$ cat config.mk
export PLATFORM = sky130hd
export DESIGN_NAME = sseg_scheduler
export DESIGN_NICKNAME = d
export VERILOG_FILES = /design/src/rtl/sseg_scheduler.sv
export SDC_FILE = /design/constraint.sdc
export NUM_CORES = 1
export LEC_CHECK = 0
export CAP_MARGIN = 10
export CORE_MARGIN = 2
export CORE_UTILIZATION = 50
export DETAILED_ROUTE_END_ITERATION = 8
export PLACE_DENSITY_LB_ADDON = 0.3
export SYNTH_ARGS = -nofsm -noshare
export SYNTH_HDL_FRONTEND = slang
export SYNTH_SLANG_ARGS = --single-unit
export TNS_END_PERCENT = 20
$ cat constraint.sdc
create_clock -name clk_25mhz -period 8.8 [get_ports clk_25mhz]
set_input_delay 2.64 -clock clk_25mhz [delete_from_list [all_inputs] [get_ports clk_25mhz]]
set_output_delay 2.64 -clock clk_25mhz [all_outputs]
set_load 0.005 [all_outputs]
$ cat src/rtl/sseg_scheduler.sv
// -----------------------------------------------------------------------------
// sseg_scheduler
//
// Drives the two-digit multiplexed seven-segment display on the gp header.
// Several client requesters share the display. It is granted round-robin at
// frame boundaries, and an owner keeps it for a minimum number of frames.
// A phase FSM runs LEFT_ON -> BLANK_A -> RIGHT_ON -> BLANK_B. The digit-select
// line only moves while the segments are dark, which prevents ghosting.
//
// Ports
//   clk_25mhz       in   system clock
//   rst_n           in   synchronous active-low reset
//   i_req           in   [NUM_REQ]   level-held display requests
//   i_value         in   [8*NUM_REQ] byte per requester, [7:4] left, [3:0] right
//   o_grant         out  [NUM_REQ]   one-hot current owner, zero when idle
//   o_segs          out  [7]         segments ABCDEFG (bit 6 = A), active high
//   o_digit_select  out              1 = left digit, 0 = right digit
//   o_frame_tick    out              pulse on the first cycle of each frame
// -----------------------------------------------------------------------------
module sseg_scheduler #(
  parameter int NUM_REQ         = 4,
  parameter int PHASE_CYCLES    = 8192,
  parameter int BLANK_CYCLES    = 16,
  parameter int MIN_HOLD_FRAMES = 64
) (
  input  logic                   clk_25mhz,
  input  logic                   rst_n,
  input  logic [NUM_REQ-1:0]     i_req,
  input  logic [8*NUM_REQ-1:0]   i_value,
  output logic [NUM_REQ-1:0]     o_grant,
  output logic [6:0]             o_segs,
  output logic                   o_digit_select,
  output logic                   o_frame_tick
);

  localparam int CNT_MAX = (PHASE_CYCLES > BLANK_CYCLES) ? PHASE_CYCLES : BLANK_CYCLES;
  localparam int CNT_W   = $clog2(CNT_MAX);
  localparam int HOLD_W  = $clog2(MIN_HOLD_FRAMES + 1);
  localparam int IDX_W   = $clog2(NUM_REQ);

  localparam logic [CNT_W-1:0]  PHASE_LAST = CNT_W'(PHASE_CYCLES - 1);
  localparam logic [CNT_W-1:0]  BLANK_LAST = CNT_W'(BLANK_CYCLES - 1);
  localparam logic [HOLD_W-1:0] HOLD_MAX   = HOLD_W'(MIN_HOLD_FRAMES);
  localparam logic [IDX_W-1:0]  IDX_LAST   = IDX_W'(NUM_REQ - 1);

  localparam logic [1:0] LEFT_ON  = 2'd0;
  localparam logic [1:0] BLANK_A  = 2'd1;
  localparam logic [1:0] RIGHT_ON = 2'd2;
  localparam logic [1:0] BLANK_B  = 2'd3;

  logic [1:0]         phase, phase_nxt;
  logic [CNT_W-1:0]   cnt, cnt_nxt;
  logic [HOLD_W-1:0]  hold_cnt, hold_nxt;
  // last_idx is the current owner while o_grant is non-zero. It is the most
  // recent owner otherwise, which lets it double as the round-robin pointer.
  logic [IDX_W-1:0]   last_idx, idx_nxt;
  logic [7:0]         snapshot, snap_nxt;
  logic [NUM_REQ-1:0] grant_nxt;
  logic [6:0]         segs_nxt;
  logic               sel_nxt;

  logic               boundary, rearb, found;
  logic [IDX_W-1:0]   start_idx, pick_idx;
  logic [IDX_W:0]     cand;

  function automatic logic [6:0] decode(input logic [3:0] d);
    case (d)
      4'h0: return 7'b1111110;
      4'h1: return 7'b0110000;
      4'h2: return 7'b1101101;
      4'h3: return 7'b1111001;
      4'h4: return 7'b0110011;
      4'h5: return 7'b1011011;
      4'h6: return 7'b1011111;
      4'h7: return 7'b1110000;
      4'h8: return 7'b1111111;
      4'h9: return 7'b1111011;
      4'hA: return 7'b1110111;
      4'hB: return 7'b0011111;
      4'hC: return 7'b1001110;
      4'hD: return 7'b0111101;
      4'hE: return 7'b1001111;
      default: return 7'b1000111;
    endcase
  endfunction

  // Phase sequencing.
  // NOTE: every signal assigned in an always_comb gets a default first.
  // Otherwise a path that skips the assignment infers a latch.
  always_comb begin
    phase_nxt = phase;
    cnt_nxt   = cnt + 1'b1;
    case (phase)
      LEFT_ON:  if (cnt == PHASE_LAST) begin phase_nxt = BLANK_A;  cnt_nxt = '0; end
      BLANK_A:  if (cnt == BLANK_LAST) begin phase_nxt = RIGHT_ON; cnt_nxt = '0; end
      RIGHT_ON: if (cnt == PHASE_LAST) begin phase_nxt = BLANK_B;  cnt_nxt = '0; end
      default:  if (cnt == BLANK_LAST) begin phase_nxt = LEFT_ON;  cnt_nxt = '0; end
    endcase
  end

  assign boundary = (phase == BLANK_B) && (cnt == BLANK_LAST);

  // Round-robin search. It starts one past the last owner and wraps without
  // a modulo operator.
  always_comb begin
    start_idx = (last_idx == IDX_LAST) ? '0 : last_idx + 1'b1;
    found     = 1'b0;
    pick_idx  = '0;
    cand      = '0;
    for (int k = 0; k < NUM_REQ; k++) begin
      cand = {1'b0, start_idx} + (IDX_W+1)'(k);
      if (cand >= (IDX_W+1)'(NUM_REQ)) cand = cand - (IDX_W+1)'(NUM_REQ);
      if (!found && i_req[cand[IDX_W-1:0]]) begin
        found    = 1'b1;
        pick_idx = cand[IDX_W-1:0];
      end
    end
  end

  assign rearb = !(|o_grant) || !i_req[last_idx] || (hold_cnt == HOLD_MAX);

  // Ownership and snapshot. These change only on the frame boundary edge.
  always_comb begin
    grant_nxt = o_grant;
    idx_nxt   = last_idx;
    hold_nxt  = hold_cnt;
    snap_nxt  = snapshot;
    if (boundary) begin
      if (!rearb) begin
        // Here hold_cnt < HOLD_MAX, so the increment saturates on its own.
        hold_nxt = hold_cnt + 1'b1;
        snap_nxt = i_value[8*last_idx +: 8];
      end else if (found) begin
        grant_nxt = NUM_REQ'(1) << pick_idx;
        idx_nxt   = pick_idx;
        hold_nxt  = HOLD_W'(1);
        snap_nxt  = i_value[8*pick_idx +: 8];
      end else begin
        grant_nxt = '0;
        hold_nxt  = '0;
      end
    end
  end

  // Outputs for the phase being entered. They are registered alongside the
  // state, so the outputs line up with the phase they belong to.
  always_comb begin
    segs_nxt = '0;
    if (|grant_nxt) begin
      if (phase_nxt == LEFT_ON)  segs_nxt = decode(snap_nxt[7:4]);
      if (phase_nxt == RIGHT_ON) segs_nxt = decode(snap_nxt[3:0]);
    end
    // The select line moves one edge after the segments go dark.
    sel_nxt = o_digit_select;
    if (phase_nxt == BLANK_A && cnt_nxt == CNT_W'(1)) sel_nxt = 1'b0;
    if (phase_nxt == BLANK_B && cnt_nxt == CNT_W'(1)) sel_nxt = 1'b1;
  end

  // NOTE: sequential state uses non-blocking assignments only. Then every
  // register samples the pre-edge values no matter how the blocks are ordered.
  always_ff @(posedge clk_25mhz) begin
    if (!rst_n) begin
      phase          <= LEFT_ON;
      cnt            <= '0;
      hold_cnt       <= '0;
      last_idx       <= IDX_LAST;
      snapshot       <= '0;
      o_grant        <= '0;
      o_segs         <= '0;
      o_digit_select <= 1'b1;
      o_frame_tick   <= 1'b0;
    end else begin
      phase          <= phase_nxt;
      cnt            <= cnt_nxt;
      hold_cnt       <= hold_nxt;
      last_idx       <= idx_nxt;
      snapshot       <= snap_nxt;
      o_grant        <= grant_nxt;
      o_segs         <= segs_nxt;
      o_digit_select <= sel_nxt;
      o_frame_tick   <= boundary;
    end
  end

endmodule

# Word-level counts from Yosys, hierarchy flattened
# Memory sizes are Yosys's and may differ from the RTL's.
# Cells that the tools add are included.
[word_totals]
ff_bits = 45
romBits = 224
wordCells = 107
mem_count = 2
[op_classes]
add_sub_neg = 10
n_lt_le_gt_ge = 9
n_eq_ne = 11
shifts = 3
n_mux = 41
n_bitwise = 1
reduce_logical = 21
[memory_table]
columns = ["name", "words", "width", "read_ports", "rd_clocked_by_memory_dff", "write_ports", "line", "text"]
rows = [
  ["(no name shown)", 16, 7, 1, 0, 0, "67", "case (d)"],
  ["(no name shown)", 16, 7, 1, 0, 0, "67", ""],
]
[ops]
columns = ["op", "count"]
rows = [
  ["$shiftx A32 B6 Y8", 2],
  ["$mux W13", 3],
  ["$mux W2", 13],
  ["$mux W8", 3],
  ["$mux W7", 3],
  ["$lt A2 B3 Y1 const B", 5],
  ["$add A13 B1 Y13 const B", 1],
  ["$eq A13 B1 Y1 const B", 1],
  ["$eq A13 B13 Y1 const B", 1],
  ["$eq A13 B4 Y1 const B", 1],
  ["$mux W4", 3],
  ["$bmux W1 S2", 5],
  ["$eq A2 B2 Y1 const B", 5],
  ["$mux W1", 10],
  ["$ge A3 B3 Y1 const B", 3],
  ["$reduce_or A4 Y1", 2],
  ["$sub A2 B1 Y2 const B", 4],
  ["$add A7 B1 Y7 const B", 1],
  ["$eq A7 B7 Y1 const B", 1],
  ["$add A2 B2 Y3 const B", 2],
  ["$logic_and A1 B1 Y1", 6],
  ["$pmux W2 S3", 1],
  ["$logic_not A1 Y1", 5],
  ["$eq A2 B1 Y1 const B", 2],
  ["10 further kinds", 13],
]

# Depth between registers and ports, before layout
# An unclocked memory read counts as a cell.
[logic_depth]
ltp_word = 23
ltp_mapped = 15
depth_no_buf = 13

# Worst setup path after synthesis
# No wires, ideal clock.
[synth_timing]
path_kind = "in2reg"
startpoint = "input port i_req[2]"
endpoint = "register o_segs[6]"
t_arrival_ns = 5.176
setup_slack_ns = 3.554
cell_stages = 11
n_path_buf = 1
path_cell_list = "o21a_1 > or4b_1 > buf_2 > nand2_2 > mux2_2 > a211oi_4 > inv_1 > ha_1 > or3b_1 > o221ai_1 > o2bb2ai_1"
[synth_between]
elab_cells_between_ends = 41
[synth_lines]
columns = ["element", "line", "text"]
rows = [
  ["start, declared", "28", "input logic [NUM_REQ-1:0] i_req,"],
  ["$bmux W1 S2", "113", "if (!found && i_req[cand[IDX_W-1:0]]) begin"],
  ["$mux W1 (not written as such)", "113", ""],
  ["$mux W1", "113", ""],
  ["$logic_not A1 Y1", "113", ""],
  ["$logic_and A1 B1 Y1", "113", ""],
  ["$mux W1", "113", ""],
  ["$logic_not A1 Y1", "113", ""],
  ["$logic_and A1 B1 Y1", "113", ""],
  ["[3 not listed]", "n/a", ""],
  ["$mux W2", "113", ""],
  ["$shiftx A32 B6 Y8", "137", "snap_nxt = i_value[8*pick_idx +: 8];"],
  ["$mux W8", "133", "end else if (found) begin"],
  ["$mux W8 (*)", "129", "if (!rearb) begin"],
  ["$mux W8 (*)", "128", "if (boundary) begin"],
  ["via snap_nxt[0]", "57", "logic [7:0] snapshot, snap_nxt;"],
  ["$mem_v2 Z16 W7 (*)", "n/a", ""],
  ["$mux W7 (*)", "151", "if (phase_nxt == RIGHT_ON) segs_nxt = decode(snap_nxt[3:0]);"],
  ["end signal, assigned", "179", "o_segs <= segs_nxt;"],
  ["end, declared", "31", "output logic [6:0] o_segs,"],
]
# Mark *: on every way through the listed nets, which the timed path passes. The rest lies on a longest branch. The select of a mux whose other input is x is not followed.
# A chain may end at the register's enable or synchronous reset.

# Final worst setup path
[layout_timing]
startpoint = "input port i_req[3]"
endpoint = "register o_segs[6]"
# Same word-level chain as after synthesis.

==> results by stage <==
Run status:
- The flow ran to the end, and the final reports show no timing, DRC or antenna violations.

STA:
- The relative max-transition margin is 50.8%.
- Across the routed clock network, the largest skew measured is 7.66 ps.
- The max-slew violation total from the final report is 0.
- Setup violations remaining at the end of the flow were counted as 0.
- Derived from the worst setup path, the maximum achievable clock frequency is 165 MHz.
- The count of final hold-check violations was 0.
- The post-route clock period utilization is 68.9%.
- Setup repair after global routing left no endpoint under its margin.
- The total negative slack for setup checks is 0 ps.
- The minimum period implied by the final worst setup slack is 6060 ps.
- For the pin with the worst max-slew slack, the measured transition is 732 ps.

Synth:
- The synthesized instance count is 393.
- The share of synthesized area in the top cell type comes to 25.8%.
- After synthesis, the netlist uses 67 different library cells.
- Of all cell types, the one taking the most synthesized area is dfxtp_1.
- The total standard cell area after synthesis is 0.00349 sq mm.
- Counting instances in the post-synthesis netlist gives the leading cell types as dfxtp_1 (45), nand2_1 (33), nor2_1 (29).
- In this run, synthesis inferred 0 flip-flops with an integrated enable.
- The count of synthesis-stage warnings from yosys is 0.
- In the synthesized netlist the async set-or-reset flop fraction comes to 0%.
- The dominant register cell in the synthesized netlist is dfxtp_1.
- The average size of a mapped cell is 8.88 sq um.
- The sequential area share after synthesis is 25.8%.
- The post-synthesis sequential element count is 45.
- After synthesis, the cell types taking the most area are dfxtp_1 (26%), ha_1 (6.1%), mux2i_1 (4.0%).
- When the netlist entered floorplanning its net count stood at 448.
- By instance count, the leading cell after synthesis is dfxtp_1.

Global route:
- The number of antenna violations at the first check in global routing is 0.
- Summed over all layers, the global routing overflow is 0.
- The global-route wire length before repair is 13,600 um.
- The via count of the first global-routing pass is 2,909.
- The maximum number of pins on one net before global-route repair is 29.
- The total track usage is 22.1%.

Critical path:
- The capturing element type of the critical path is a flip-flop.
- The reg2reg setup slack is 4570 ps.
- For the worst flop-to-flop path, the logic depth is 10.
- The highest-delay cell along the critical path is or4b_1.
- The start of the worst register-to-register path is last_idx[0]$_SDFFE_PN1P_.
- At the worst endpoint, the arrival time is 6300 ps.
- The worst setup path is launched from an input port.
- At the worst endpoint, the required time is 9040 ps.
- The critical setup path kind is in -> reg.
- The signal on the critical path passes through clkdlybuf4s50_1, nor2_2, or4b_1, nand2_2, mux2_2, a211oi_4, inv_1, ha_1, or3b_1, o221ai_1, o2bb2ai_1.
- In this run the worst path has a maximum fanout of 14.
- The worst register-to-register path ends at o_segs[6]$_SDFF_PN0_.
- On the worst path, the slowest cell contributes a delay of 780 ps.

Clock network:
- Once the clock tree was built, the resizer swapped 0 gates to a different size.
- The H-tree generated during clock tree synthesis spans 2 levels.
- The maximum clock insertion buffer count is 2.
- The number of buffers added to fix hold violations after cts is 0.
- Clock-pin slew was measured on the worst setup and hold paths at 90 ps.
- Post-CTS timing repair inserted 0 buffers for setup.
- Clock latency on the worst-skew pair, taken at its later pin, is 310 ps.
- In this run, CTS created clock tree buffers numbering 5.
- The tree is rooted in a clkbuf_8.
- The TritonCTS clock tree is yes.
- The clock net in this run drives a total of 45 sinks.

Worst hold path:
- The end point of the worst hold path is o_grant[1]$_SDFF_PN0_.
- The depth of the worst hold-timing path is 2.
- The critical hold path startpoint is o_grant[1]$_SDFF_PN0_.
- The worst hold-check path type is reg -> reg.

Placement:
- The port buffer count is 50.
- After legalization and detailed placement, the total HPWL measured 6040 um.
- The routability-driven placement congestion ratio is 0.940.
- The number of placed instances, taps included is 501.

Floorplan:
- The horizontal die dimension is 87.5 um.
- In this run the vertical extent of the chip is 87.5 um.
- In this run the core area contains 30 standard-cell rows.
- The core region is 0.00676 sq mm.
- Once the floorplan was initialized, standard cells occupied 51.6% of the core.
- The floorplan step defined a die boundary enclosing 0.00766 sq mm.
- The top-level port count is 51.

Routing:
- The average wire length per cell after detail routing is 15.9 um.
- The average vias per placed instance is 5.85.
- The detailed router finished its first iteration with 174 violations.
- The post-detailed-route count of antenna-violating nets is 0.
- The routed design has 8110 um of wire.
- The number of optimization iterations in the first detailed-route pass is 4.
- The final route contains 2,976 vias.
- The final routed DRC violation total is 0.

Final layout:
- Cells with a size suffix above 1 make up 10.7% of the layout.
- At the end of the flow, the number of nets in the layout was 483.
- In the final layout, the multi-input gates occupy 0.00237 sq mm.
- The finished layout holds 509 standard cells, fillers aside.
- The flip-flop and latch area is 901 sq um.
- The number of fill cells in the layout is 612.
- The area added between synthesis and finish is 16.2%.
- The share of the core filled with cells in the final layout is 60.0%.
- 0 antenna diodes ended up in the layout.

Pwr:
- Total power for the finished layout comes to 0.421 mW.
- For this design the ratio of total power to cell area is 104 mW/mm^2.
- In this run the static leakage power is 1.61 nW.
- VDD sags by at most 74.8 uV.

Run:
- The tool flagged a number of max-cap violations equal to 0.
[cell usage in the layout (no fill, tap or decap), types with 3 or more instances in the layout]
cell              n
inv_1            13
a21oi_1          17
nor2b_1           9
nor4_1            6
and2_1           11
and3_1            8
o221ai_1          4
xor2_1           10
o21ai_1           3
mux4_1            5
mux4_2            4
nor2_2            3
o21a_1            4
o21ai_0          18
xnor2_1           9
mux2i_1          14
dfxtp_1          45
o22ai_1           4
clkdlybuf4s50_1  50
nor2_1           29
or3_1             4
a211oi_4          5
nand3_2           3
nor3_1            4
nand2_1          33
a21boi_0          4
nand4_1           7
ha_1             17
nand3_1          24
and4_1            3
a211oi_1          3
clkbuf_8          5
mux2_2            6
[metal layers]
metal	vias up	part of all wire [%]	wire length (um)	track usage, %
li1	1495	-	-	-
met1	1405	48	3900	30.1
met2	62	46	3740	35.5
met3	14	4.1	335	4.05
met4	0	1.7	135	7.27
met5	-	0	0	0
[critical path, delay by kind of cell]
| family | cells | cell delay (ps) |
|---|---|---|
| adders and majority gates | 1 | 280 |
| and+or+nand+nor | 4 | 1570 |
| buffers and inverters | 2 | 760 |
| muxes | 1 | 400 |
| AOI/OAI and AO/OA | 3 | 640 |
[how the worst max path moves through the flow]
stage,start,endpoint,cells after the start
after floorplan,i_req[2],o_segs[6]$_SDFF_PN0_,11
after global placement,i_req[3],o_segs[6]$_SDFF_PN0_,11
after detailed placement,i_req[3],o_segs[6]$_SDFF_PN0_,11
after CTS,i_req[3],o_segs[6]$_SDFF_PN0_,11
after global routing,i_req[3],o_segs[6]$_SDFF_PN0_,11
final,i_req[3],o_segs[6]$_SDFF_PN0_,11
[kinds of logic (layout without fill, tap and decap cells)]
logic type | Yosys count | in the layout | share of synthesized area, %
xor gates and xnor gates | 19 | 19 | 4.77
AOI/OAI and AO/OA | 82 | 82 | 18.6
muxes | 29 | 29 | 12.3
adders and majority gates | 17 | 17 | 6.10
buffers and inverters | 37 | 73 | 6.13
DFF | 45 | 45 | 25.8
and+or+nand+nor | 164 | 164 | 26.3
[final cells by class]
class,count,area share [%]
clock buffers,5,1.70
flip-flops and latches,45,22.2
multi-input cells,311,58.5
repair buffers,52,12.7
well taps,80,2.47
clock inverters,3,1.17
inverters,13,1.20
[power by group]
group	switching, mW	leakage [nW]	internal, mW
registers	0.00115	0.363	0.205
clock network	0.0770	0.0591	0.0867
logic	0.0235	1.19	0.0283
total	0.102	1.61	0.320
[state kept, by name, indices dropped and copies added, names as in the netlist]
name	cells
last_idx	2
cnt	13
phase	2
hold_cnt	7
o_frame_tick	1
snapshot	8
o_grant	4
o_digit_select	1
o_segs	7
[metrics by stage]
| step | hold slack, ps | setup slack [ps] | area (sq um) |
|---|---|---|---|
| final | 490 | 2740 | 4060 |
| after CTS | 492 | 2780 | 4060 |
| after detailed placement | 477 | 2470 | 3940 |
| after floorplan | 437 | 3550 | 3490 |
| after global routing | 512 | 2500 | 4060 |
| after global placement | 459 | 2590 | 3940 |
Power figures use the tool's default switching activity.
